<file path="config.mk">
export PLATFORM = sky130hd
export DESIGN_NAME = display_scan_controller_flat
export DESIGN_NICKNAME = d
export VERILOG_FILES = /design/src/rtl/display_scan_if.sv /design/src/rtl/display_scan_controller.sv /design/src/flat_wrapper.sv
export SDC_FILE = /design/constraint.sdc
export NUM_CORES = 1
export LEC_CHECK = 0
export BUFFER_PORTS_ARGS = -buffer_cell sky130_fd_sc_hd__clkbuf_2
export CAP_MARGIN = 20
export CORE_UTILIZATION = 48
export CTS_BUF_LIST = sky130_fd_sc_hd__clkbuf_8
export DETAILED_ROUTE_END_ITERATION = 16
export GPL_ROUTABILITY_DRIVEN = 0
export PLACE_DENSITY_LB_ADDON = 0.1
export SLEW_MARGIN = 20
export SYNTH_ARGS = -nofsm -noshare
export SYNTH_HDL_FRONTEND = slang
export SYNTH_SLANG_ARGS = --single-unit
export TNS_END_PERCENT = 10
</file>
<file path="constraint.sdc">
create_clock -name clk -period 5.7 [get_ports clk]
set_clock_uncertainty 0.2 [all_clocks]
set_input_delay 0.57 -clock clk [delete_from_list [all_inputs] [get_ports clk]]
set_output_delay 0.57 -clock clk [all_outputs]
set_load 0.01 [all_outputs]
</file>
<file path="src/rtl/display_scan_if.sv">
// Load handshake and scan outputs of display_scan_controller, grouped as one bus.
// The requester uses modport master and the controller uses modport slave.
interface display_scan_if #(
    parameter int NUM_DIGITS = 4
);
    // Handshake: the requester raises load_req with value_in stable and holds both
    // until load_ack. load_ack is a one-cycle pulse issued only at a frame boundary.
    // Dropping load_req before that boundary withdraws the request without an ack.
    // After an ack, load_req stays low for at least one cycle before the next request.
    logic [4*NUM_DIGITS-1:0] value_in;
    logic                    load_req;
    logic                    load_ack;
    logic                    blank_en;
    logic [3:0]              digit_nibble;
    logic [NUM_DIGITS-1:0]   digit_sel;
    logic                    digit_blank;
    logic                    frame_done;
    logic                    scan_state;  // debug view of the FSM: 1 = DRIVE, 0 = GUARD

    modport master (
        output value_in, load_req, blank_en,
        input  load_ack, digit_nibble, digit_sel, digit_blank, frame_done, scan_state
    );

    modport slave (
        input  value_in, load_req, blank_en,
        output load_ack, digit_nibble, digit_sel, digit_blank, frame_done, scan_state
    );
endinterface

</file>
<file path="src/rtl/display_scan_controller.sv">
// Time-multiplexed common-anode digit scanner with guard time and frame-aligned loads.
// Optional macro LEADING_ZERO_BLANK_EN: suppress leading zero digits (digit 0 always shown).
module display_scan_controller #(
    parameter int NUM_DIGITS   = 4,
    parameter int REFRESH_DIV  = 50000,
    parameter int GUARD_CYCLES = 500
) (
    input  logic           clk,
    input  logic           rst,
    display_scan_if.slave  bus
);
    localparam int CW = (REFRESH_DIV > 1) ? $clog2(REFRESH_DIV) : 1;
    localparam int IW = (NUM_DIGITS > 1) ? $clog2(NUM_DIGITS) : 1;
    localparam logic [CW-1:0] CNT_LAST  = CW'(REFRESH_DIV - 1);
    localparam logic [CW-1:0] GUARD_END = CW'(GUARD_CYCLES);
    localparam logic [IW-1:0] IDX_LAST  = IW'(NUM_DIGITS - 1);

    typedef enum logic {
        GUARD = 1'b0,
        DRIVE = 1'b1
    } state_t;

    state_t                  state, state_nx;
    logic [CW-1:0]           cnt, cnt_nx;
    logic [IW-1:0]           idx, idx_nx;
    logic [4*NUM_DIGITS-1:0] disp, disp_nx;
    logic                    slot_wrap, frame_wrap, capture;
    logic [NUM_DIGITS-1:0]   lz_mask;
    logic [NUM_DIGITS-1:0]   sel_nx;
    logic                    digit_off;

    // Outputs are registered from next-state values so they line up with cnt/idx/state.
    always_comb begin
        slot_wrap  = (cnt == CNT_LAST);
        frame_wrap = slot_wrap && (idx == IDX_LAST);
        capture    = frame_wrap && bus.load_req;
        cnt_nx     = slot_wrap ? '0 : cnt + 1'b1;
        idx_nx     = idx;
        if (slot_wrap) begin
            idx_nx = (idx == IDX_LAST) ? '0 : idx + 1'b1;
        end
        disp_nx  = capture ? bus.value_in : disp;
        state_nx = (cnt_nx >= GUARD_END) ? DRIVE : GUARD;
    end

`ifdef LEADING_ZERO_BLANK_EN
    logic lz_run;

    // Digit k is a leading zero when it and every more significant nibble are zero.
    always_comb begin
        lz_mask = '0;
        lz_run  = 1'b1;
        for (int k = NUM_DIGITS - 1; k >= 1; k--) begin
            lz_run     = lz_run & (disp_nx[4*k +: 4] == 4'h0);
            lz_mask[k] = lz_run;
        end
    end
`else
    assign lz_mask = '0;
`endif

    always_comb begin
        sel_nx    = '1;
        digit_off = bus.blank_en | lz_mask[idx_nx];
        if ((state_nx == DRIVE) && !digit_off) begin
            sel_nx[idx_nx] = 1'b0;
        end
    end

    always_ff @(posedge clk) begin
        if (rst) begin
            cnt              <= '0;
            idx              <= '0;
            disp             <= '0;
            state            <= GUARD;
            bus.digit_sel    <= '1;
            bus.digit_nibble <= 4'h0;
            bus.digit_blank  <= 1'b1;
            bus.load_ack     <= 1'b0;
            bus.frame_done   <= 1'b0;
        end else begin
            cnt              <= cnt_nx;
            idx              <= idx_nx;
            disp             <= disp_nx;
            state            <= state_nx;
            bus.digit_sel    <= sel_nx;
            bus.digit_nibble <= disp_nx[int'(idx_nx)*4 +: 4];
            bus.digit_blank  <= &sel_nx;
            bus.load_ack     <= capture;
            bus.frame_done   <= frame_wrap;
        end
    end

    assign bus.scan_state = (state == DRIVE);
endmodule

</file>
<file path="src/flat_wrapper.sv">
// flat-port wrapper written by rule: the top's interface ports become plain ports
module display_scan_controller_flat 
#(
    parameter int NUM_DIGITS   = 4,
    parameter int REFRESH_DIV  = 50000,
    parameter int GUARD_CYCLES = 500
)
  (clk, rst, bus_value_in, bus_load_req, bus_blank_en, bus_load_ack, bus_digit_nibble, bus_digit_sel, bus_digit_blank, bus_frame_done, bus_scan_state);
  display_scan_if #(.NUM_DIGITS(NUM_DIGITS)) bus_i ();
  input  logic clk;
  input  logic rst;
  input wire logic [$bits(bus_i.value_in)-1:0] bus_value_in;
  input wire logic [$bits(bus_i.load_req)-1:0] bus_load_req;
  input wire logic [$bits(bus_i.blank_en)-1:0] bus_blank_en;
  output wire logic [$bits(bus_i.load_ack)-1:0] bus_load_ack;
  output wire logic [$bits(bus_i.digit_nibble)-1:0] bus_digit_nibble;
  output wire logic [$bits(bus_i.digit_sel)-1:0] bus_digit_sel;
  output wire logic [$bits(bus_i.digit_blank)-1:0] bus_digit_blank;
  output wire logic [$bits(bus_i.frame_done)-1:0] bus_frame_done;
  output wire logic [$bits(bus_i.scan_state)-1:0] bus_scan_state;
  assign bus_i.value_in = bus_value_in;
  assign bus_i.load_req = bus_load_req;
  assign bus_i.blank_en = bus_blank_en;
  assign bus_load_ack = bus_i.load_ack;
  assign bus_digit_nibble = bus_i.digit_nibble;
  assign bus_digit_sel = bus_i.digit_sel;
  assign bus_digit_blank = bus_i.digit_blank;
  assign bus_frame_done = bus_i.frame_done;
  assign bus_scan_state = bus_i.scan_state;
  display_scan_controller #(.NUM_DIGITS(NUM_DIGITS), .REFRESH_DIV(REFRESH_DIV), .GUARD_CYCLES(GUARD_CYCLES)) u_core (.clk(clk), .rst(rst), .bus(bus_i));
endmodule
</file>
==> flow_metrics.env, run 1 <==
export IMPL_start_util_pct=50.4
export IMPL_grt_max_degree=28
export IMPL_nFillCells=473
export IMPL_synth_xor_area_share_pct=5.85
export IMPL_drc=0
export IMPL_dieArea_um2=5280
export IMPL_rows=25
export IMPL_cp_required_ns=5.69
export IMPL_syn_nets=290
export IMPL_synth_top_family_by_area="simple AND/OR/NAND/NOR gates"
export IMPL_hold_buffers=0
export IMPL_via_per_inst=5.49
export IMPL_hpwl_um=3480
export IMPL_max_freq_mhz=324
export IMPL_area_growth_pct=8.83
export IMPL_ys_ff_latch=46
export IMPL_regArea_um2=921
export IMPL_nets=307
export IMPL_async_reset_ff_share_pct=0
export IMPL_cts_tree="yes"
export IMPL_cts_buffer_depth=2
export IMPL_irDropWorstVdd_mv=0.108
export IMPL_cts_resized=0
export IMPL_grt_pass1_wl_um=8360
export IMPL_die_h_um=72.6
export IMPL_cts_root_buffer="clkbuf_8"
export IMPL_final_util_pct=54.8
export IMPL_vias=1934
export IMPL_setup_worst_path_class="reg -> reg"
export IMPL_htree_levels=2
export IMPL_synth_seq_area_share_pct=38.5
export IMPL_cts_setup_buffers=0
export IMPL_wire_per_inst_um=14.4
export IMPL_pre_cts_slack_ns=2.62
export IMPL_synthAdderAreaFrac_pct=1.04
export IMPL_synth_compound_area_share_pct=11.0
export IMPL_multiInputGateArea_um2=1350
export IMPL_yosys_area_top_type="dfxtp_1"
export IMPL_slew_viol_final=0
export IMPL_clock_latency_ns=0.30
export IMPL_crit_start="u_core.cnt[0]"
export IMPL_cts_sinks=46
export IMPL_netlist_instances=268
export IMPL_hold_path_class="reg -> reg"
export IMPL_clk_pin_slew_worst_paths_ns=0.08
export IMPL_synth_flop_cell="dfxtp_1"
export IMPL_reg2regPathDepth=6
export IMPL_rsz0062_at_grt="no"
export IMPL_syn_cell_area_um2=2390
export IMPL_synth_top_cells_by_count="dfxtp_1 (46), nand2_1 (30), nor2_1 (27)"
export IMPL_wirelength_um=5070
export IMPL_firstDrtPassIters=4
export IMPL_grt_overflow_total=0
export IMPL_io_buffers=31
export IMPL_grt_use_total_pct=20.8
export IMPL_core_um2=4750
export IMPL_report_final_hold_viol_count=0
export IMPL_yosysMostFrequentCell="dfxtp_1"
export IMPL_setup_viol=0
export IMPL_p_per_area_nw_per_um2=205
export IMPL_antenna_cells=0
export IMPL_power_mw=0.535
export IMPL_dp_cells=345
export IMPL_setup_tns_ns=0
export IMPL_synth_area_leaders="dfxtp_1 (38%), nand2_1 (4.7%), nor2_1 (4.2%)"
export IMPL_cts_buffers=5
export IMPL_critPathArrivalTime_ns=3.08
export IMPL_rr_endpoint="u_core.bus.digit_nibble[2]"
export IMPL_status="finished clean"
export IMPL_antenna_left=0
export IMPL_fin_cells=352
export IMPL_synth_edf_count=0
export IMPL_avgSynthCellArea_um2=8.94
export IMPL_period_minus_slack_ns=3.08
export IMPL_first_iter_violations=132
export IMPL_synth_top_area_share_pct=38.5
export IMPL_antenna_found_initial=0
export IMPL_muxShareOfSynthArea_pct=12.0
export IMPL_p_leak_nw=0.966
export IMPL_worstPathMaxFanout=15
export IMPL_endpoint="u_core.bus.digit_nibble[2]"
export IMPL_regToRegSetupSlack_ns=2.62
export IMPL_r2r_start="u_core.cnt[0]"
export IMPL_synth_cell_types=56
export IMPL_finalCritPeriodShare_pct=54.1
export IMPL_drive_above_1_share_pct=20.7
export IMPL_worstMarginPinSlew_ns=0.591
export IMPL_cp_end_kind="flip-flop"
export IMPL_yosysWarnings=0
export IMPL_grt_pass1_vias=1710
export IMPL_ioPinCount=32
export IMPL_maxCapViolations=0
export IMPL_relSlewSlack_pct=60.6
export IMPL_startpoint_type="flip-flop"
export IMPL_synth_simple_gate_area_share_pct=26.5
export IMPL_die_w_um=72.6
export IMPL_layout_setup_ws_ns=2.62
[critical path, stage by stage (launching register included)]
cell	delay, ns
dfxtp_1	0.41
ha_1	0.31
nand3_1	0.36
or4_4	0.75
nor2_8	0.30
mux2_1	0.37
a211o_1	0.26
[layout make-up]
class,count,share of cell area (%)
clock inverter,2,0.432
inverter,4,0.576
multi-input combinational,197,51.8
clock buffer,5,2.64
timing repair buffer,31,5.95
sequential,46,35.3
tap,67,3.22
[cells in the final DEF (no fill, tap or decap), types with 6 or more instances in the layout]
cell,n
mux2_2,7
a21oi_1,14
nand2_1,30
mux2i_1,7
nand4_1,6
nor2_1,27
clkbuf_2,31
xnor2_1,11
dfxtp_1,46
nand3_1,12
nor3_1,7
o21ai_0,9
[report_power, final]
| group | switching [mW] | internal (mW) | total, mW |
|---|---|---|---|
| combinational | 0.0114 | 0.00766 | 0.0191 |
| clock | 0.108 | 0.0824 | 0.190 |
| sequential | 0.00307 | 0.323 | 0.326 |
[logic make-up (layout without fill, tap and decap cells)]
| group | count (synthesis) | in the layout |
|---|---|---|
| adders and majority gates | 2 | 2 |
| buffers and inverters | 25 | 42 |
| and+or+nand+nor | 117 | 117 |
| muxes | 21 | 21 |
| xor gates and xnor gates | 16 | 16 |
| AOI/OAI and AO/OA | 41 | 41 |
| DFF | 46 | 46 |
[through the flow]
stage               hold WS, ns  cell area (um^2)
global placement          0.255              2530
floorplan                 0.238              2390
detailed placement        0.260              2530
CTS                       0.272              2610
global route              0.294              2610
finish                    0.267              2610
[registers in the layout, indices dropped and copies added (netlist names)]
| register | cells |
|---|---|
| u_core.cnt | 16 |
| u_core.bus.frame_done | 1 |
| u_core.bus.scan_state | 1 |
| u_core.disp | 16 |
| u_core.idx | 2 |
| u_core.bus.digit_sel | 4 |
| u_core.bus.digit_nibble | 4 |
| u_core.bus.digit_blank | 1 |
| u_core.bus.load_ack | 1 |
[layer usage]
layer | share of wire (%) | track usage, % | up-vias
met3 | 4.1 | 4.28 | 5
met2 | 43 | 29.8 | 41
met1 | 52 | 30.7 | 903
met5 | 0 | 0 | -
li1 | - | - | 985
met4 | 1.3 | 7.84 | 0
[worst min path at each step]
stage,from,endpoint,slack [ns],cells after the start
floorplan,u_core.disp[12],u_core.disp[12],0.24,2
global placement,u_core.disp[6],u_core.disp[6],0.25,2
detailed placement,u_core.disp[3],u_core.disp[3],0.26,2
CTS,u_core.disp[3],u_core.disp[3],0.27,2
global route,u_core.disp[3],u_core.disp[3],0.29,2
finish,u_core.disp[3],u_core.disp[3],0.27,2
(Power assumes the default switching activity.)
==> run 2, diff against run 1 <==
==> constraint.sdc (replaced) <==
create_clock -name clk -period 3.1 [get_ports clk]
set_clock_uncertainty 0.2 [all_clocks]
set_input_delay 0.31 -clock clk [delete_from_list [all_inputs] [get_ports clk]]
set_output_delay 0.31 -clock clk [all_outputs]
set_load 0.01 [all_outputs]
==> flow_metrics.env, run 2 (same netlist as run 1, synthesis figures left out) <==
export IMPL_critPathArrivalTime_ns=2.72
export IMPL_cts_setup_buffers=0
export IMPL_grt_pass1_vias=1769
export IMPL_wirelength_um=5110
export IMPL_via_per_inst=5.51
export IMPL_wl_met2_um=2180
export IMPL_max_freq_mhz=367
export IMPL_antenna_left=0
export IMPL_cts_resized=0
export IMPL_met3_length_um=215
export IMPL_hold_path_class="in -> reg"
export IMPL_antenna_found_initial=0
export IMPL_drc=0
export IMPL_setup_worst_path_class="reg -> reg"
export IMPL_antenna_cells=0
export IMPL_p_per_area_nw_per_um2=366
export IMPL_io_buffers=31
export IMPL_layout_common_cells="dfxtp_1 (46), clkbuf_2 (31), nand2_1 (30), nor2_1 (27), a21oi_1 (14)"
export IMPL_cp_end_kind="flip-flop"
export IMPL_wire_per_inst_um=14.1
export IMPL_ioPinCount=32
export IMPL_r2r_start="u_core.cnt[8]"
export IMPL_maxCapViolations=0
export IMPL_cts_root_buffer="clkbuf_8"
export IMPL_vias=1996
export IMPL_worstPathMaxFanout=10
export IMPL_status="finished clean"
export IMPL_fin_cells=362
export IMPL_nets=317
export IMPL_dp_cells=355
export IMPL_regArea_um2=921
export IMPL_cp_required_ns=3.10
export IMPL_relSlewSlack_pct=58.4
export IMPL_clk_pin_slew_worst_paths_ns=0.08
export IMPL_p_leak_nw=1.02
export IMPL_cts_sinks=46
export IMPL_start_util_pct=50.4
export IMPL_slew_viol_final=0
export IMPL_period_minus_slack_ns=2.72
export IMPL_grt_use_total_pct=21.4
export IMPL_met1_length_um=2650
export IMPL_die_w_um=72.6
export IMPL_setup_viol=0
export IMPL_top_layer="met4"
export IMPL_cts_buffers=5
export IMPL_grt_overflow_total=0
export IMPL_irDropWorstVdd_mv=0.229
export IMPL_firstDrtPassIters=4
export IMPL_startpoint_type="flip-flop"
export IMPL_nFillCells=457
export IMPL_grt_pass1_wl_um=8470
export IMPL_clock_latency_ns=0.30
export IMPL_finalCritPeriodShare_pct=87.9
export IMPL_hold_buffers=0
export IMPL_report_final_hold_viol_count=0
export IMPL_crit_start="u_core.cnt[8]"
export IMPL_rsz0062_at_grt="no"
export IMPL_reg_largest_list="u_core.cnt: 16 flops, u_core.disp: 16 flops"
export IMPL_rows=25
export IMPL_drive_above_1_share_pct=23.1
export IMPL_worstHoldStart="bus_value_in[3]"
export IMPL_first_iter_violations=142
export IMPL_hpwl_um=3610
export IMPL_htree_levels=2
export IMPL_grt_max_degree=27
export IMPL_die_h_um=72.6
export IMPL_cts_tree="yes"
export IMPL_area_growth_pct=11.8
export IMPL_dieArea_um2=5280
export IMPL_cts_buffer_depth=2
export IMPL_multiInputGateArea_um2=1350
export IMPL_worstMarginPinSlew_ns=0.619
export IMPL_layout_commonest_cell="dfxtp_1"
export IMPL_core_um2=4750
export IMPL_setup_tns_ns=0
==> run 2: cell count changes in the layout (fill, tap and decap cells not counted), sizes merged <==
| cell | change |
|---|---|
| buf | +10 |
| clkinvlp | -1 |
| inv | +1 |
==> run 2: worst max-delay path, cell delays in order (launching register included) <==
cell,delay (ns)
dfxtp_1,0.46
or4b_4,0.52
or4_4,0.60
nor2_8,0.22
mux2_1,0.36
a211o_1,0.26
==> run 2: per-layer routing <==
layer | track usage [%] | vias up
li1 | - | 1008
met3 | 5.66 | 4
met4 | 8.50 | 0
met2 | 29.9 | 53
met1 | 31.1 | 931
met5 | 0 | -
==> run 2: cell type report <==
| class | count | area share, % |
|---|---|---|
| Multi-Input combinational cell | 197 | 50.5 |
| Sequential cell | 46 | 34.4 |
| Timing Repair Buffer | 41 | 8.60 |
| Tap cell | 67 | 3.13 |
| Clock buffer | 5 | 2.57 |
| Inverter | 4 | 0.561 |
| Clock inverter | 2 | 0.280 |
==> run 2: per-stage QoR <==
stage / total power [mW] / utilization, % / hold slack [ns] / worst slack [ns] / cell area (um^2)
after floorplan: 0.630 / - / 0.218 / 0.269 / 2390
after global placement: 0.653 / 54.7 / 0.251 / 0.439 / 2600
after detailed placement: 0.653 / 54.7 / 0.262 / 0.400 / 2600
after CTS: 0.991 / 56.3 / 0.0340 / 0.380 / 2680
after global routing: 1.02 / 56.3 / 0.0494 / 0.245 / 2680
final: 0.981 / 56.3 / 0.0407 / 0.376 / 2680
==> run 2: power by group <==
group | internal (mW) | switching (mW) | total [mW]
sequential | 0.593 | 0.00388 | 0.597
clock | 0.149 | 0.194 | 0.343
combinational | 0.0168 | 0.0242 | 0.0410
total | 0.759 | 0.222 | 0.981
==> run 2: worst paths after layout <==
path,endpoint,slack [ns],cells after the start
worst max-delay path,u_core.bus.digit_nibble[2],0.38,5
worst min-delay path,u_core.disp[3],0.04,3
worst max register to register,u_core.bus.digit_nibble[2],0.38,5
worst min register to register,u_core.disp[3],0.27,2
